`src/rtl/lcd_text_buffer.sv`:
```
// lcd_text_buffer: byte stream to 2x16 LCD text buffer with cursor and control codes.
// Define LCD_TEXT_SCROLL_EN to scroll on line break from the bottom row; otherwise the cursor wraps to (0,0).
module lcd_text_buffer (
  input  logic         clk,
  input  logic         rst,
  input  logic         ch_valid,
  input  logic [7:0]   ch_data,
  output logic         ch_ready,
  output logic [127:0] row_a,
  output logic [127:0] row_b,
  output logic         cur_row,
  output logic [3:0]   cur_col,
  output logic         busy
);
`ifdef LCD_TEXT_SCROLL_EN
  typedef enum logic [1:0] {IDLE, CLEAR, SCROLL} state_e;
`else
  typedef enum logic [1:0] {IDLE, CLEAR} state_e;
`endif
  state_e state_q, state_d;
  // packed [0:15] keeps column 0 in the most significant byte of each row
  logic [0:1][0:15][7:0] buf_q, buf_d;
  logic       row_q, row_d;
  logic [3:0] col_q, col_d, col_m1;
  logic [4:0] idx_q, idx_d;
  logic       lb;
  assign ch_ready = state_q == IDLE;
  assign busy     = ~ch_ready;
  assign row_a    = buf_q[0];
  assign row_b    = buf_q[1];
  assign cur_row  = row_q;
  assign cur_col  = col_q;
  assign col_m1   = col_q - 4'd1;
  always_ff @(posedge clk or posedge rst)
    if (rst) begin
      state_q <= IDLE;
      buf_q   <= {32{8'h20}};
      row_q   <= 1'b0;
      col_q   <= 4'd0;
      idx_q   <= 5'd0;
    end else begin
      state_q <= state_d;
      buf_q   <= buf_d;
      row_q   <= row_d;
      col_q   <= col_d;
      idx_q   <= idx_d;
    end
  always_comb begin
    state_d = state_q;
    buf_d   = buf_q;
    row_d   = row_q;
    col_d   = col_q;
    idx_d   = idx_q;
    lb      = 1'b0;
    case (state_q)
      IDLE: if (ch_valid) begin
        if (ch_data >= 8'h20 && ch_data <= 8'h7E) begin
          buf_d[row_q][col_q] = ch_data;
          if (col_q != 4'd15) col_d = col_q + 4'd1;
          else lb = 1'b1;
        end else if (ch_data == 8'h0A) lb = 1'b1;
        else if (ch_data == 8'h0C) begin
          state_d = CLEAR;
          idx_d   = 5'd0;
        end else if (ch_data == 8'h08) begin
          if (col_q != 4'd0) begin
            col_d = col_m1;
            buf_d[row_q][col_m1] = 8'h20;
          end else if (row_q) begin
            row_d = 1'b0;
            col_d = 4'd15;
            buf_d[0][15] = 8'h20;
          end
        end
        if (lb) begin
          if (!row_q) begin
            row_d = 1'b1;
            col_d = 4'd0;
          end else begin
`ifdef LCD_TEXT_SCROLL_EN
            state_d = SCROLL;
            idx_d   = 5'd0;
`else
            row_d = 1'b0;
            col_d = 4'd0;
`endif
          end
        end
      end
      CLEAR: begin
        buf_d[idx_q[4]][idx_q[3:0]] = 8'h20;
        idx_d = idx_q + 5'd1;
        if (idx_q == 5'd31) begin
          state_d = IDLE;
          row_d   = 1'b0;
          col_d   = 4'd0;
        end
      end
`ifdef LCD_TEXT_SCROLL_EN
      SCROLL: begin
        buf_d[0][idx_q[3:0]] = buf_q[1][idx_q[3:0]];
        buf_d[1][idx_q[3:0]] = 8'h20;
        idx_d = idx_q + 5'd1;
        if (idx_q[3:0] == 4'd15) begin
          state_d = IDLE;
          row_d   = 1'b1;
          col_d   = 4'd0;
        end
      end
`endif
      default: state_d = IDLE;
    endcase
  end
endmodule

```
`config.mk`:
```
export PLATFORM = sky130hd
export DESIGN_NAME = lcd_text_buffer
export DESIGN_NICKNAME = d
export VERILOG_FILES = /design/src/rtl/lcd_text_buffer.sv
export SDC_FILE = /design/constraint.sdc
export NUM_CORES = 1
export LEC_CHECK = 0
export ABC_AREA = 1
export CORE_MARGIN = 2
export CORE_UTILIZATION = 53
export CTS_CLUSTER_DIAMETER = 150
export DETAILED_ROUTE_END_ITERATION = 7
export PLACE_DENSITY_LB_ADDON = 0.25
export SYNTH_ARGS = -nofsm -noshare
export SYNTH_HDL_FRONTEND = slang
export SYNTH_SLANG_ARGS = --single-unit
```
`constraint.sdc`:
```
create_clock -name clk -period 12.39 [get_ports clk]
set_input_delay 2.478 -clock clk [delete_from_list [all_inputs] [get_ports clk]]
set_output_delay 2.478 -clock clk [all_outputs]
set_load 0.1 [all_outputs]
```
==> results of run 1 <==
==> cell type report <==
| cell class | instances | area (um2) |
|---|---|---|
| Fill cell | 2337 | 9000 |
| Sequential cell | 267 | 6720 |
| Multi-Input combinational cell | 1339 | 6620 |
| Timing Repair Buffer | 280 | 2790 |
| Inverter | 307 | 1160 |
| Clock buffer | 44 | 862 |
| Tap cell | 378 | 473 |
| Clock inverter | 9 | 153 |
==> kinds of logic after synthesis <==
logic type | count (synthesis) | synth area share (%)
flip-flops | 267 | 45.1
AO/OA/AOI/OAI | 256 | 12.2
buffers and inverters | 391 | 10.6
XOR/XNOR | 6 | 0.453
AND/OR/NAND/NOR | 1066 | 30.8
adder cells (fa/ha/maj) | 11 | 0.923
==> power by group through the flow <==
stage	combinational, W	sequential [W]	clock [W]
2_1_floorplan	0.000804	0.00294	0
3_3_place_gp	0.00315	0.00131	0
3_5_place_dp	0.00318	0.00132	0
4_1_cts	0.00319	0.00131	0.000934
5_1_grt	0.00335	0.00134	0.000970
6_report	0.00321	0.00131	0.000926
==> per-layer routing <==
metal | wire length (um) | up-vias
met1 | 19000 | 6686
met2 | 20600 | 628
met3 | 3990 | 121
met5 | 0 | -
met4 | 1350 | 0
li1 | - | 6645
==> worst register-to-register path, stage by stage, from the launching register on <==
cell and delay, ps:
dfrtp_1 440, inv_1 230, ha_1 850, nand2_2 230, nand3_1 170, nand3_2 900, nand2_2 1160, nor2_1 250
nand2_1 130, nand2_1 80
==> cells in the mapped netlist, drive strengths merged <==
library cell,count,share of area [%]
dfstp,32,5.6
nor2,128,3.8
nand4,66,2.8
or2,1,0.042
o21a,30,1.5
nand3,124,5.2
o21ai,11,0.39
dfrtp,235,39
clkbuf,40,1.0
a21oi,33,1.2
o21bai,180,9.1
buf,44,1.8
ha,11,0.92
nand2,747,19
inv,307,7.8
a31oi,1,0.042
xor2,4,0.29
xnor2,2,0.17
a22o,1,0.059
==> stage by stage <==
step | setup WS (ps) | util, % | hold WS [ps] | power [W]
5_1_grt | 5970 | 67.6 | 492 | 0.00566
6_report | 6150 | 67.6 | 477 | 0.00544
3_3_place_gp | 5900 | 64.0 | 459 | 0.00446
4_1_cts | 6320 | 67.6 | 478 | 0.00544
3_5_place_dp | 5740 | 64.0 | 468 | 0.00450
2_1_floorplan | 2610 | - | 534 | 0.00374
==> registers in the layout, indices dropped and copies added (netlist names) <==
signal   count
idx_q        5
row_b      128
row_a      128
cur_row      1
cur_col      4
state_q      1
==> worst max-delay path by stage <==
stage                       endpoint  slack, ps  cells past startpoint
after global placement     row_b[67]       5900                      9
after floorplan           cur_col[0]       2610                      1
after global routing      row_b[106]       5970                      9
final                      row_a[12]       6150                      9
after detailed placement  row_a[115]       5740                      9
after CTS                  row_a[54]       6320                      9
==> run_results.csv, run 1 <==
group,metric,value,unit
setup_path,startpoint,"ch_data[5]",
clock_tree,cts_root_buffer,"clkbuf_16",
status,status,"completed",
pwr,switching_share,56.6,%
cells_and_area,antenna_cells,0,
sta,grt_setup_unrepaired,"false",
sta,timing.final.crit_share,50.4,%
setup_path,startpoint_type,"input port",
placement,gp_congestion,0.897,
min_path,min_to,"row_b[101]",
sta,tightest_slew,1210,ps
setup_path,worstPathRequired,12860,ps
global_route,grt_max_degree,143,
clock_tree,postCtsHoldBufs,0,
global_route,grt-ovfl-total,0,
setup_path,r2r-start,"cur_col[0]",
setup_path,endpoint_kind,"flop",
cells_and_area,layout.cells.non_filler,2624,
clock_tree,post_cts_resized,0,
pwr,powerDensity,290,mW/mm2
cells_and_area,finalInstanceArea,0.0188,mm2
sta,slew_viol_final,0,
routing,postRouteAntennaNets,0,
synth,ys.warnings.count,0,
clock_tree,clk_latency,550,ps
synth,synth_nets,2019,
synth,synth_area,0.0149,mm2
die,chipHeight,172,um
global_route,met1_usage,41.3,%
routing,drtIter0Drc,1188,
pwr,p_seq_share,24.1,%
clock_tree,htree_levels,1,
clock_tree,clockBufferDepth,3,
routing,drt_first_pass_iters,5,
cells_and_area,layout_commonest_cell,"nand2_1",
synth,seq_area_frac_synth,45.1,%
sta,finClkSkew,13.2,ps
die,die_w,172,um
setup_path,r2r_setup_slack,7830,ps
die,core,0.0278,mm2
min_path,worstHoldStart,"row_b[101]",
pwr,switching_power,0.00308,W
routing,wl_per_cell,17.1,um
setup_path,critical_path_class,"in -> reg",
setup_path,cp_top_family,"simple AND/OR/NAND/NOR gates",
clock_tree,clk_pin_slew,60,ps
placement,placed_area,0.0178,mm2
placement,dp_cells,2571,
min_path,whs_path_depth,2,
pwr,clockPowerShare,17.0,%
die,die-area,0.0295,mm2
pwr,power_frac_comb,58.9,%
synth,yosys_register_bits,267,
routing,wirelength,45000,um
pwr,cellLeakagePower,9.55,nW
global_route,grtUsageTotal,30.3,%
setup_path,worst-path-max-fanout,35,
cells_and_area,nets,2246,
global_route,grt_pass1_vias,13300,
setup_path,crit_arrival,6710,ps
synth,synth_cell_types,35,
sta,max_slew_margin,19.1,%
min_path,hold_class,"reg -> reg",
setup_path,cp_slowest_cell,"nand3_2",
die,row_count,61,
sta,max_freq,160,MHz
cells_and_area,drive_above_1_share,7.12,%
setup_path,reg2reg_depth,9,
clock_tree,numCtsBuffers,29,
placement,port_buffers,273,
pwr,p_int,0.00236,W
routing,viasPerCell,5.37,
routing,post-route-drc-count,0,
synth,synthCells,1997,
placement,dpl.hpwl,28900,um
setup_path,r2r-end,"row_a[54]",
die,ios,274,
global_route,gr-usage-met3,6.07,%
job,cap_violations,0,
global_route,grt_pass1_wl,71300,um
sta,setup_tns,0,ps
global_route,top_usage_layer,"met2",
sta,hold_viol,0,
die,initial_core_util,53.7,%
global_route,antenna_found_initial,0,
cells_and_area,layout_common_cells,"nand2_1, inv_1, clkdlybuf4s50_1",
global_route,met2_usage,48.5,%
setup_path,cp.buffers_inverters,2,
clock_tree,cts.sink_count,267,
pwr,vdd_drop_max,0.000284,V
setup_path,crit_path_cell_trace,"clkdlybuf4s50_1, inv_2, a21oi_4, nand2_2, nand3_2, nand2_2, nor2_1, nand2_1, nand2_1",
synth,syn_avg_cell_area,7.47,um2
sta,setup_viol,0,
clock_tree,cts_tree,"built",
cells_and_area,synthToLayoutAreaGrowth,25.9,%
clock_tree,cts_setup_buffers,0,
routing,vias,14100,
sta,min_period,6240,ps
setup_path,slowest_delay,870,ps
No activity file was read; power rests on OpenSTA's default activity.
==> run 2: changes to the inputs <==
Settings changed: CORE_UTILIZATION 53 to 48.
Clock period 12.39 ns to 5.6 ns, I/O delays scaled along.
==> run_results.csv, run 2 (synthesized netlist as in run 1, its figures left out) <==
group,metric,value,unit
clock_tree,cts_root_buffer,"clkbuf_16",
sta,slew_viol_final,0,
placement,port_buffers,273,
routing,drt_first_pass_iters,5,
sta,max_slew_margin,19.3,%
pwr,p_int,0.00512,W
sta,setup_viol,0,
setup_path,worst-path-max-fanout,32,
setup_path,cp_common_cell,"nand2_1",
setup_path,startpoint,"ch_data[3]",
pwr,powerDensity,636,mW/mm2
setup_path,cp_slowest_cell,"nand2_2",
cells_and_area,drive_above_1_share,7.25,%
sta,max_freq,247,MHz
pwr,cellLeakagePower,9.54,nW
setup_path,crit_path_cell_trace,"clkdlybuf4s50_1, nand2_1, nor2_1, nand2_1, buf_4, nand2_2, nand3_2, nand2_2, nor2_1, nand2_1, nand2_1",
routing,drtIter0Drc,1104,
global_route,grtUsageTotal,27.8,%
setup_path,r2r-end,"row_a[78]",
sta,min_period,4040,ps
clock_tree,postCtsHoldBufs,0,
clock_tree,clk_latency,550,ps
clock_tree,numCtsBuffers,29,
global_route,grt_max_degree,144,
setup_path,worstPathRequired,6030,ps
cells_and_area,nets,2249,
sta,fin_hold_ws,476,ps
die,chipHeight,180,um
die,ios,274,
clock_tree,cts_tree,"built",
job,cap_violations,0,
sta,grt_setup_unrepaired,"false",
clock_tree,htree_levels,1,
clock_tree,post_cts_resized,0,
setup_path,endpoint_kind,"flop",
routing,vias,13900,
setup_path,reg2reg_depth,9,
pwr,vdd_drop_max,0.000497,V
min_path,min_to,"row_b[101]",
clock_tree,clockBufferDepth,3,
setup_path,startpoint_type,"input port",
min_path,worstHoldStart,"row_b[101]",
routing,wl_per_cell,17.3,um
global_route,grt-ovfl-total,0,
cells_and_area,synthToLayoutAreaGrowth,26.0,%
pwr,p_seq_share,24.4,%
cells_and_area,multi_input_area,0.00662,mm2
sta,timing.final.crit_share,72.2,%
routing,viasPerCell,5.25,
sta,hold_viol,0,
die,core,0.0306,mm2
pwr,switching_share,57.1,%
min_path,whs_path_depth,2,
min_path,hold_class,"reg -> reg",
pwr,clockPowerShare,16.2,%
placement,dpl.hpwl,29900,um
clock_tree,cts.sink_count,267,
cells_and_area,num-fill-cells,2649,
cells_and_area,layout.cells.non_filler,2644,
sta,finClkSkew,15.5,ps
cells_and_area,layout_common_cells,"nand2_1, inv_1, clkdlybuf4s50_1",
routing,postRouteAntennaNets,0,
cells_and_area,seqCellArea,0.00672,mm2
sta,setup_tns,0,ps
placement,gp_congestion,0.842,
global_route,antenna_found_initial,0,
placement,dp_cells,2592,
setup_path,r2r-start,"cur_col[0]",
routing,wirelength,45900,um
cells_and_area,layout_commonest_cell,"nand2_1",
clock_tree,clk_pin_slew,60,ps
die,die_w,180,um
die,row_count,64,
pwr,power_frac_comb,59.3,%
global_route,grt_pass1_wl,74300,um
cells_and_area,antenna_cells,0,
pwr,switching_power,0.00683,W
status,status,"completed",
setup_path,critical_path_class,"in -> reg",
die,initial_core_util,48.8,%
clock_tree,cts_setup_buffers,0,
setup_path,crit_arrival,4470,ps
sta,tightest_slew,1210,ps
setup_path,slowest_delay,940,ps
setup_path,r2r_setup_slack,1680,ps
die,die-area,0.0325,mm2
routing,post-route-drc-count,0,
global_route,grt_pass1_vias,13700,
==> run 2: cell types whose count changed in the layout (fill, tap and decap cells not counted) <==
| cell | change |
|---|---|
| buf_12 | +2 |
| clkinvlp_4 | +2 |
| clkbuf_1 | -1 |
| clkbuf_8 | -1 |
| bufinv_16 | -2 |
| inv_8 | -1 |
| buf_4 | +1 |
| clkinv_2 | +2 |
==> run 2: how the worst max path moves through the flow <==
stage / to / slack (ps) / cells past startpoint
6_report: row_a[78] / 1560 / 11
5_1_grt: row_a[54] / 1390 / 11
4_1_cts: row_a[78] / 1670 / 11
3_5_place_dp: row_a[51] / 1110 / 11
3_3_place_gp: row_b[11] / 1290 / 11
2_1_floorplan: cur_col[0] / 980 / 1
==> run 2: power by group through the flow <==
stage	Combinational (W)	Clock, W	Sequential (W)
floorplan	0.00178	0	0.00651
global placement	0.00697	0	0.00294
detailed placement	0.00705	0	0.00294
CTS	0.00707	0.00197	0.00292
global route	0.00740	0.00204	0.00299
finish	0.00709	0.00194	0.00292
==> run 2: cell type report <==
type	count	area share, %
tap	396	2.64
sequential	267	35.8
clock inverter	10	0.586
multi-input combinational	1339	35.2
clock buffer	42	4.49
inverter	307	6.18
timing repair buffer	283	15.1
==> run 2: through the flow <==
step | worst slack (ps) | total power (W) | instance area [um2] | utilization, %
2_1_floorplan | 981 | 0.00828 | 14900 | -
5_1_grt | 1390 | 0.0124 | 18800 | 61.4
3_3_place_gp | 1290 | 0.00991 | 17800 | 58.3
3_5_place_dp | 1110 | 0.00999 | 17800 | 58.3
4_1_cts | 1670 | 0.0120 | 18800 | 61.4
6_report | 1560 | 0.0119 | 18800 | 61.4
==> run 2: per-layer routing <==
| metal | wire (um) | up-vias | global-route usage [%] | share of wire, % |
|---|---|---|---|---|
| li1 | - | 6646 | - | - |
| met1 | 19800 | 6559 | 38.5 | 43 |
| met2 | 21100 | 587 | 45.0 | 46 |
| met3 | 3760 | 86 | 5.07 | 8.2 |
| met4 | 1130 | 0 | 7.94 | 2.5 |
| met5 | 0 | - | 0 | 0 |
==> run 2: worst max-delay path: cells and delay by family <==
| family | cells | cell delay (ps) |
|---|---|---|
| buffers and inverters | 2 | 800 |
| and+or+nand+nor | 9 | 2520 |
